==> config.mk <==
export PLATFORM = sky130hd
export DESIGN_NAME = dma_lint_arb
export DESIGN_NICKNAME = d
export VERILOG_FILES = /design/src/rtl/dma_lint_pkg.sv /design/src/rtl/dma_lint_id_fifo.sv /design/src/rtl/dma_lint_arb.sv
export SDC_FILE = /design/constraint.sdc
export NUM_CORES = 1
export LEC_CHECK = 0
export BUFFER_PORTS_ARGS = -buffer_cell sky130_fd_sc_hd__clkbuf_2
export CAP_MARGIN = 10
export CORE_AREA = 2 2 122 124
export CTS_BUF_LIST = sky130_fd_sc_hd__clkbuf_4 sky130_fd_sc_hd__clkbuf_8 sky130_fd_sc_hd__clkbuf_16
export DETAILED_ROUTE_END_ITERATION = 6
export DIE_AREA = 0 0 124 126
export GPL_TIMING_DRIVEN = 0
export PLACE_DENSITY = 0.47
export SYNTH_ARGS = -nofsm -noshare
export SYNTH_HDL_FRONTEND = slang
export SYNTH_HIERARCHICAL = 1
export SYNTH_SLANG_ARGS = --single-unit
==> constraint.sdc <==
create_clock -name clk_i -period 5.2 [get_ports clk_i]
set_input_delay 1.04 -clock clk_i [delete_from_list [all_inputs] [get_ports clk_i]]
set_output_delay 1.04 -clock clk_i [all_outputs]
set_load 0.005 [all_outputs]
==> src/rtl/dma_lint_pkg.sv <==
// Shared definitions for the DMA LINT arbiter: requester ID encoding and default depth.
package dma_lint_pkg;

  typedef enum logic {
    ID_SRC = 1'b0,
    ID_DST = 1'b1
  } lint_id_e;

  localparam int unsigned DEF_OUT_DEPTH = 4;

endpackage

==> src/rtl/dma_lint_id_fifo.sv <==
// In-order record of granted requester IDs; one entry per outstanding transfer.
module dma_lint_id_fifo
  import dma_lint_pkg::*;
#(
  parameter int unsigned DEPTH = DEF_OUT_DEPTH
) (
  input  logic                     clk_i,
  input  logic                     rstn_i,
  input  logic                     push_i,
  input  lint_id_e                 push_id_i,
  input  logic                     pop_i,
  output lint_id_e                 head_o,
  output logic                     full_o,
  output logic                     empty_o,
  output logic [$clog2(DEPTH):0]   count_o
);

  localparam int unsigned PW = $clog2(DEPTH);
  localparam logic [PW:0] FULL_CNT = DEPTH[PW:0];

  lint_id_e        mem [DEPTH];
  logic [PW-1:0]   wr_ptr, rd_ptr;
  logic [PW:0]     cnt;
  logic            do_push, do_pop;

  assign full_o  = (cnt == FULL_CNT);
  assign empty_o = (cnt == '0);
  assign count_o = cnt;
  assign head_o  = mem[rd_ptr];
  assign do_push = push_i & ~full_o;
  assign do_pop  = pop_i & ~empty_o;

  always_ff @(posedge clk_i or negedge rstn_i) begin
    if (!rstn_i) begin
      wr_ptr <= '0;
      rd_ptr <= '0;
      cnt    <= '0;
      for (int unsigned i = 0; i < DEPTH; i++) mem[i] <= ID_SRC;
    end else begin
      if (do_push) begin
        mem[wr_ptr] <= push_id_i;
        wr_ptr      <= wr_ptr + PW'(1);
      end
      if (do_pop) rd_ptr <= rd_ptr + PW'(1);
      case ({do_push, do_pop})
        2'b10:   cnt <= cnt + (PW+1)'(1);
        2'b01:   cnt <= cnt - (PW+1)'(1);
        default: ;
      endcase
    end
  end

endmodule

==> src/rtl/dma_lint_arb.sv <==
// Round-robin 2:1 LINT arbiter merging DMA source/destination ports, with
// grant locking on stalls and in-order response routing via an ID FIFO.
module dma_lint_arb
  import dma_lint_pkg::*;
#(
  parameter int unsigned DATA_WD   = 32,
  parameter int unsigned ADDR_WD   = 32,
  parameter int unsigned BE_WD     = DATA_WD / 8,
  parameter int unsigned OUT_DEPTH = DEF_OUT_DEPTH
) (
  input  logic               clk_i,
  input  logic               rstn_i,

  input  logic               src_req_i,
  input  logic               src_we_i,
  input  logic [DATA_WD-1:0] src_wdata_i,
  input  logic [BE_WD-1:0]   src_be_i,
  input  logic [ADDR_WD-1:0] src_addr_i,
  output logic               src_gnt_o,
  output logic               src_rvalid_o,
  output logic [DATA_WD-1:0] src_rdata_o,

  input  logic               dst_req_i,
  input  logic               dst_we_i,
  input  logic [DATA_WD-1:0] dst_wdata_i,
  input  logic [BE_WD-1:0]   dst_be_i,
  input  logic [ADDR_WD-1:0] dst_addr_i,
  output logic               dst_gnt_o,
  output logic               dst_rvalid_o,
  output logic [DATA_WD-1:0] dst_rdata_o,

  output logic               lint_req_o,
  output logic               lint_we_o,
  output logic [DATA_WD-1:0] lint_wdata_o,
  output logic [BE_WD-1:0]   lint_be_o,
  output logic [ADDR_WD-1:0] lint_addr_o,
  input  logic               lint_gnt_i,
  input  logic               lint_rvalid_i,
  input  logic [DATA_WD-1:0] lint_rdata_i,

  output logic               busy_o,
  output logic               err_o
);

  localparam int unsigned CW = $clog2(OUT_DEPTH) + 1;

  lint_id_e        owner, last_grant_q, lock_id_q, head_id;
  logic            locked_q, owner_req, xfer, pop;
  logic            fifo_full, fifo_empty;
  logic [CW-1:0]   count;

  // A stalled request keeps its owner: LINT payload must stay stable until gnt.
  always_comb begin
    owner = ID_SRC;
    if (locked_q)                   owner = lock_id_q;
    else if (src_req_i && dst_req_i) owner = (last_grant_q == ID_DST) ? ID_SRC : ID_DST;
    else if (dst_req_i)             owner = ID_DST;
  end

  always_comb begin
    owner_req    = src_req_i;
    lint_we_o    = src_we_i;
    lint_wdata_o = src_wdata_i;
    lint_be_o    = src_be_i;
    lint_addr_o  = src_addr_i;
    if (owner == ID_DST) begin
      owner_req    = dst_req_i;
      lint_we_o    = dst_we_i;
      lint_wdata_o = dst_wdata_i;
      lint_be_o    = dst_be_i;
      lint_addr_o  = dst_addr_i;
    end
  end

  // Full blocks on the registered count only, keeping rvalid off the req path.
  assign lint_req_o = owner_req & ~fifo_full;
  assign xfer       = lint_req_o & lint_gnt_i;
  assign src_gnt_o  = xfer & (owner == ID_SRC);
  assign dst_gnt_o  = xfer & (owner == ID_DST);

  assign pop          = lint_rvalid_i & (count != '0);
  assign err_o        = lint_rvalid_i & (count == '0);
  assign src_rvalid_o = pop & (head_id == ID_SRC);
  assign dst_rvalid_o = pop & (head_id == ID_DST);
  assign src_rdata_o  = lint_rdata_i;
  assign dst_rdata_o  = lint_rdata_i;
  assign busy_o       = ~fifo_empty;

  always_ff @(posedge clk_i or negedge rstn_i) begin
    if (!rstn_i) begin
      locked_q     <= 1'b0;
      lock_id_q    <= ID_SRC;
      last_grant_q <= ID_DST;
    end else begin
      locked_q  <= lint_req_o & ~lint_gnt_i;
      lock_id_q <= owner;
      if (xfer) last_grant_q <= owner;
    end
  end

  dma_lint_id_fifo #(
    .DEPTH (OUT_DEPTH)
  ) u_id_fifo (
    .clk_i     (clk_i),
    .rstn_i    (rstn_i),
    .push_i    (xfer),
    .push_id_i (owner),
    .pop_i     (pop),
    .head_o    (head_id),
    .full_o    (fifo_full),
    .empty_o   (fifo_empty),
    .count_o   (count)
  );

endmodule

* Word-level counts from Yosys, hierarchy flattened *
Cells that the tools add are included.

cells by class
  bitwise logic cells = 18
  add/subtract/negate cells = 4
  reductions and logical operators = 5
  $lt $le $gt $ge = 3
  eq/ne operators = 3
  multiplexer cells = 16

operators with widths
  cell                   number
  $mux W32               2
  $and A1 B1 Y1          11
  $mux W1                9
  $ge A3 B3 Y1 const B   2
  $not A2 Y3             2
  $pmux W3 S2            1
  $not A1 Y1             5
  $add A2 B1 Y2 const B  2
  $bwmux W4              1
  $mux W4                1
  $add A3 B1 Y3 const B  1
  $eq A3 B3 Y1 const B   1
  $logic_not A3 Y1       1
  $lt A3 B1 Y1 const B   1
  $reduce_bool A3 Y1     1
  $sub A3 B1 Y3 const B  1
  $bmux W1 S2            1
  $demux W1 S2           1
  $eq A2 B1 Y1 const B   1
  $eq A2 B2 Y1 const B   1
  $logic_and A1 B1 Y1    2
  $reduce_bool A2 Y1     1

word-level totals
  input port bits = 176
  logic and storage cells = 59
  bits in registers = 14
  output and inout port bits = 140

* Logic depth before layout (Yosys ltp) *
  word-level depth = 9
  mapped depth = 12
  mapped depth without buffers = 11

* By module *
Netlist, hierarchy kept.

by module, submodules not included
  module            area each (µm²)  instances  seq. area each (µm²)  cells an instance
  dma_lint_arb      1,559.0          1          76.3                  164
  dma_lint_id_fifo  605.6            1          275.3                 54

* Worst setup path after synthesis *
No wires, ideal clock.

  kind = input-to-output
  from = input dst_req_i
  to = output lint_addr_o[0]
  path buffers = 1
  stages = 4
  slack = 2.181 ns
  arrival time = 1.979 ns
  data required time = 4.160 ns
  path through = nor2b_2 > a22oi_4 > buf_6 > mux2_2

between the ends
  longest elaborated chain between the ends = 4
  elaborated cells on any way between the ends = 5
  those cells by class = mux (4); reduce/logical (1)

RTL lines
  item                                                   RTL line                                RTL
  start: declaration                                     dma_lint_arb.sv:23                      input logic dst_req_i,
  $mux W1 / $logic_and A1 B1 Y1 (equally long branches)  dma_lint_arb.sv:57, dma_lint_arb.sv:56
  $mux W1 *                                              dma_lint_arb.sv:56                      else if (src_req_i && dst_req_i) owner = (last_grant_q == ID_DST) ? ID_SRC : ID_DST;
  $mux W1 *                                              dma_lint_arb.sv:55                      if (locked_q) owner = lock_id_q;
  $mux W32 *                                             dma_lint_arb.sv:66                      if (owner == ID_DST) begin
  end: declaration                                       dma_lint_arb.sv:36                      output logic [ADDR_WD-1:0] lint_addr_o,

Every way passes the cells marked *; elsewhere a longest branch is shown, timed or not.

* Worst setup path after layout *
  from = input dst_req_i
  to = output lint_wdata_o[26]

between the ends
  longest elaborated chain between the ends = 4
  elaborated cells on any way between the ends = 5
  those cells by class = mux (4); reduce/logical (1)

RTL lines
  item                                                   RTL line                                RTL
  $mux W1 / $logic_and A1 B1 Y1 (equally long branches)  dma_lint_arb.sv:57, dma_lint_arb.sv:56
  $mux W1 *                                              dma_lint_arb.sv:56
  $mux W1 *                                              dma_lint_arb.sv:55
  $mux W32 *                                             dma_lint_arb.sv:66
  end: declaration                                       dma_lint_arb.sv:34                      output logic [DATA_WD-1:0] lint_wdata_o,

Marks and branches as above.

==> results.md <==
- The run finished with clean final reports.
- The critical path startpoint category is an input pin.
- Using the TritonRoute via totals, the vias-per-cell ratio works out to 3.74.
- The maximum root-to-sink buffer count is 2.
- The synthesized netlist contains 27 unique library cells.
- The post-route core utilization is 0.272.
- The overall overflow remaining after global route is 0.
- The count of pins over their slew limit is 0.
- The area overhead of the layout relative to synthesis is 79.9%.
- Setup repair after global routing left no endpoint under its margin.
- The layout has 1549 filler cells.
- Of all flip-flops after synthesis, the portion carrying an async set or reset was 1.00.
- The clock buffer count from CTS is 3.
- The maximum number of pins on one net before global-route repair is 15.
- The initial utilization of the core area, before any placement, comes to 0.151.
- The upper clock frequency limit is 286 MHz.
- Max-cap violations in this run came to 0.
- The summed area of non-filler cells in the final layout is 3890 um2.
- The core area is 14300 um2.
- During synthesis, Yosys emitted a total of 6 warnings.
- The final cell count without fillers is 689.
- Setup violations remaining at the end of the flow were counted as 0.
- A synthesized cell averages 9.93 um2.
- The path type of the worst setup path is in2out.
- The worst hold path stage count is 1.
- The prevailing post-synth register cell is dfrtp_1.
- The number of routed nets with antenna violations is 0.
- The tree is rooted in a clkbuf_16.
- The required time at the worst-slack endpoint is 4.16 ns.
- Once placement completed, the tool counted placed cells totaling 685.
- The synthesized design spends more area on one cell type than any other, namely mux2_2.
- Across the routed clock network, the largest skew measured is 0.00146 ns.
- 316 I/O pins were placed.
- For this block, the routed nets add up to 8460 um of wire.
- Power spread over the standard cell area amounts to 292 nW/um2.
- The share of the Yosys chip area taken by registers is 0.162.
- The arrival time of the worst setup path is 2.45 ns.
- In the final timing run, aggregate negative setup slack is 0 ns.
- The count of antenna diodes in the layout is 0.
- In the global route stage, overall resource usage came out at 0.0938.
- Of the cells placed in the final design, the portion with a size suffix greater than 1 is 0.865.
- After clock tree synthesis, the setup repair step added 0 buffers.
- The netlist area before placement is 2160 um2.
- The final critical delay including setup and external delays is 3.49 ns.
- Gates resized during post-CTS repair numbered 0.
- The number of standard-cell rows in the floorplan is 44.
- In this run the number of H-tree levels came out at 1.
- TritonCTS built the clock tree.
- The worst setup path is captured at a primary output.
- The most frequent cell after synthesis is mux2_2.
- The path depth of the worst reg2reg path is 12.
- VDD sags by at most 0.000115 V.
- Along the worst path, the maximum fanout reaches 10.
- The final period utilization is 0.671.
- Before antenna repair, the detailed router went through 4 iterations.
- The initial antenna violation count was 0.
- The die span in x is 124 um.
- The post-CTS clock slew at the launch and capture registers of the worst setup and hold paths is 0.05 ns.
- The number of hold violations in the final report is 0.
- Synthesis produced a netlist with a net count of 400.
- The number of remaining DRC errors is 0.
- In this run the worst hold path is classified as reg2reg.
- At the pin with the least slew margin, the transition time is 0.493 ns.
- The die area is 15600 um2.
- The leakage dissipation is 0.00223 uW.
- The share of the synthesized area in the top cell type is 0.359.
- The worst relative slew slack is 0.671.
- The commonest cells after synthesis are mux2_2 (69), buf_4 (64), dfrtp_1 (13), nand2_1 (10).
- Across all layers, the routed design uses 2576 vias.
- The hold buffer count at CTS is 0.
- The cell area after placement is 3810 um2.
- The wire-length estimate of the detail-placed layout is 7790 um.
- After synthesis the netlist holds a flip-flop and latch count of 14.
- The initial DRC count is 64.
- The clock latency of the later-clocked register in the worst-skew pair is 0.24 ns.
- The post-synthesis cell count is 218.
- The number of global-route vias before repair is 2407.
- The die is 126 um tall.
- The final-stage net count is 688.
- Routability-driven placement finished with a final weighted congestion of 0.713.
- CTS saw 14 sinks.
- The first global-routing pass estimated 11400 um of wire.
- The final routed wire length divided by cell count is 12.3 um.
- The number of port buffers is 283.
- In this run the register-to-register setup slack is 2.63 ns.
- The synthesized design contains 0 enable-type register cells.
- Sorting the synthesized cells by area gives the leading types as mux2_2 (36%), buf_4 (22%), dfrtp_1 (15%), buf_6 (4.2%), ha_1 (2.9%).
worst paths after layout:
path | end | from
min in group asynchronous | u_id_fifo/count_o[1] | rstn_i
min reg2reg | u_id_fifo/rd_ptr[1] | u_id_fifo/rd_ptr[1]
max in group asynchronous | last_grant_q | rstn_i
max reg2reg | u_id_fifo/count_o[2] | u_id_fifo/count_o[1]
max | lint_wdata_o[26] | dst_req_i
min | u_id_fifo/rd_ptr[1] | u_id_fifo/rd_ptr[1]
state kept, by name, indices dropped and copies added, names as in the netlist:
register and flops:
u_id_fifo/mem 4, u_id_fifo/wr_ptr 2, last_grant_q 1, u_id_fifo/rd_ptr 2, u_id_fifo/count_o 3, lock_id_q 1
locked_q 1
final cells by class:
class | count | area [um2] | share of cell area
clock buffers | 4 | 82.6 | 0.0212
inverters | 9 | 33.8 | 0.00868
flip-flops and latches | 14 | 352 | 0.0903
multi-input cells | 123 | 1210 | 0.310
well taps | 184 | 230 | 0.0591
plain buffers | 72 | 571 | 0.147
repair buffers | 283 | 1420 | 0.364
routing by layer:
metal / wire length [um] / vias up / track usage
li1: - / 1248 / -
met1: 2840 / 1169 / 0.0953
met2: 4690 / 152 / 0.195
met3: 833 / 7 / 0.0113
met4: 88 / 0 / 0.0218
met5: 0 / - / 0
worst max-delay path, cell delays in order:
cell      delay [ns]
clkbuf_2        0.10
nor2b_2         0.16
a22oi_4         0.40
buf_6           0.24
mux2_2          0.38
clkbuf_2        0.12
cell families (layout without fill, tap and decap cells):
kind of cell,Yosys count,count (layout),share of synthesized area
buf+inv,81,368,0.279
mux,73,73,0.388
simple gates,25,25,0.0624
flops,14,14,0.162
compound gates,13,13,0.0457
fa+ha+maj,6,6,0.0382
xor+xnor,6,6,0.0243
cell usage in the layout (no fill, tap or decap), drive strengths merged:
master | Yosys | final
a21boi | 1 | 1
a22oi | 1 | 1
and2 | 2 | 2
buf | 72 | 72
clkbuf | 0 | 287
dfrtp | 13 | 13
dfstp | 1 | 1
fa | 1 | 1
ha | 5 | 5
inv | 9 | 9
mux2 | 71 | 71
mux2i | 1 | 1
mux4 | 1 | 1
nand2 | 10 | 10
nand2b | 1 | 1
nor2 | 4 | 4
nor2b | 3 | 3
nor3 | 3 | 3
nor3b | 1 | 1
o2111ai | 1 | 1
o21ai | 9 | 9
o31a | 1 | 1
or3b | 1 | 1
xnor2 | 3 | 3
xor2 | 3 | 3
through the flow:
step / total power, uW / worst slack, ns / hold WS [ns]
6_report: 1140 / 1.71 / 0.481
5_1_grt: 1240 / 1.61 / 0.513
4_1_cts: 1160 / 1.63 / 0.485
3_5_place_dp: 999 / 1.64 / 0.476
3_3_place_gp: 987 / 1.63 / 0.473
2_1_floorplan: 705 / 2.18 / 0.453
report_power, final:
part           total (uW)  switching [uW]  internal [uW]
clock                 153            44.0            109
combinational         767             318            448
sequential            219            53.9            165
total                1140             416            722
Power figures use the tool's default switching activity.
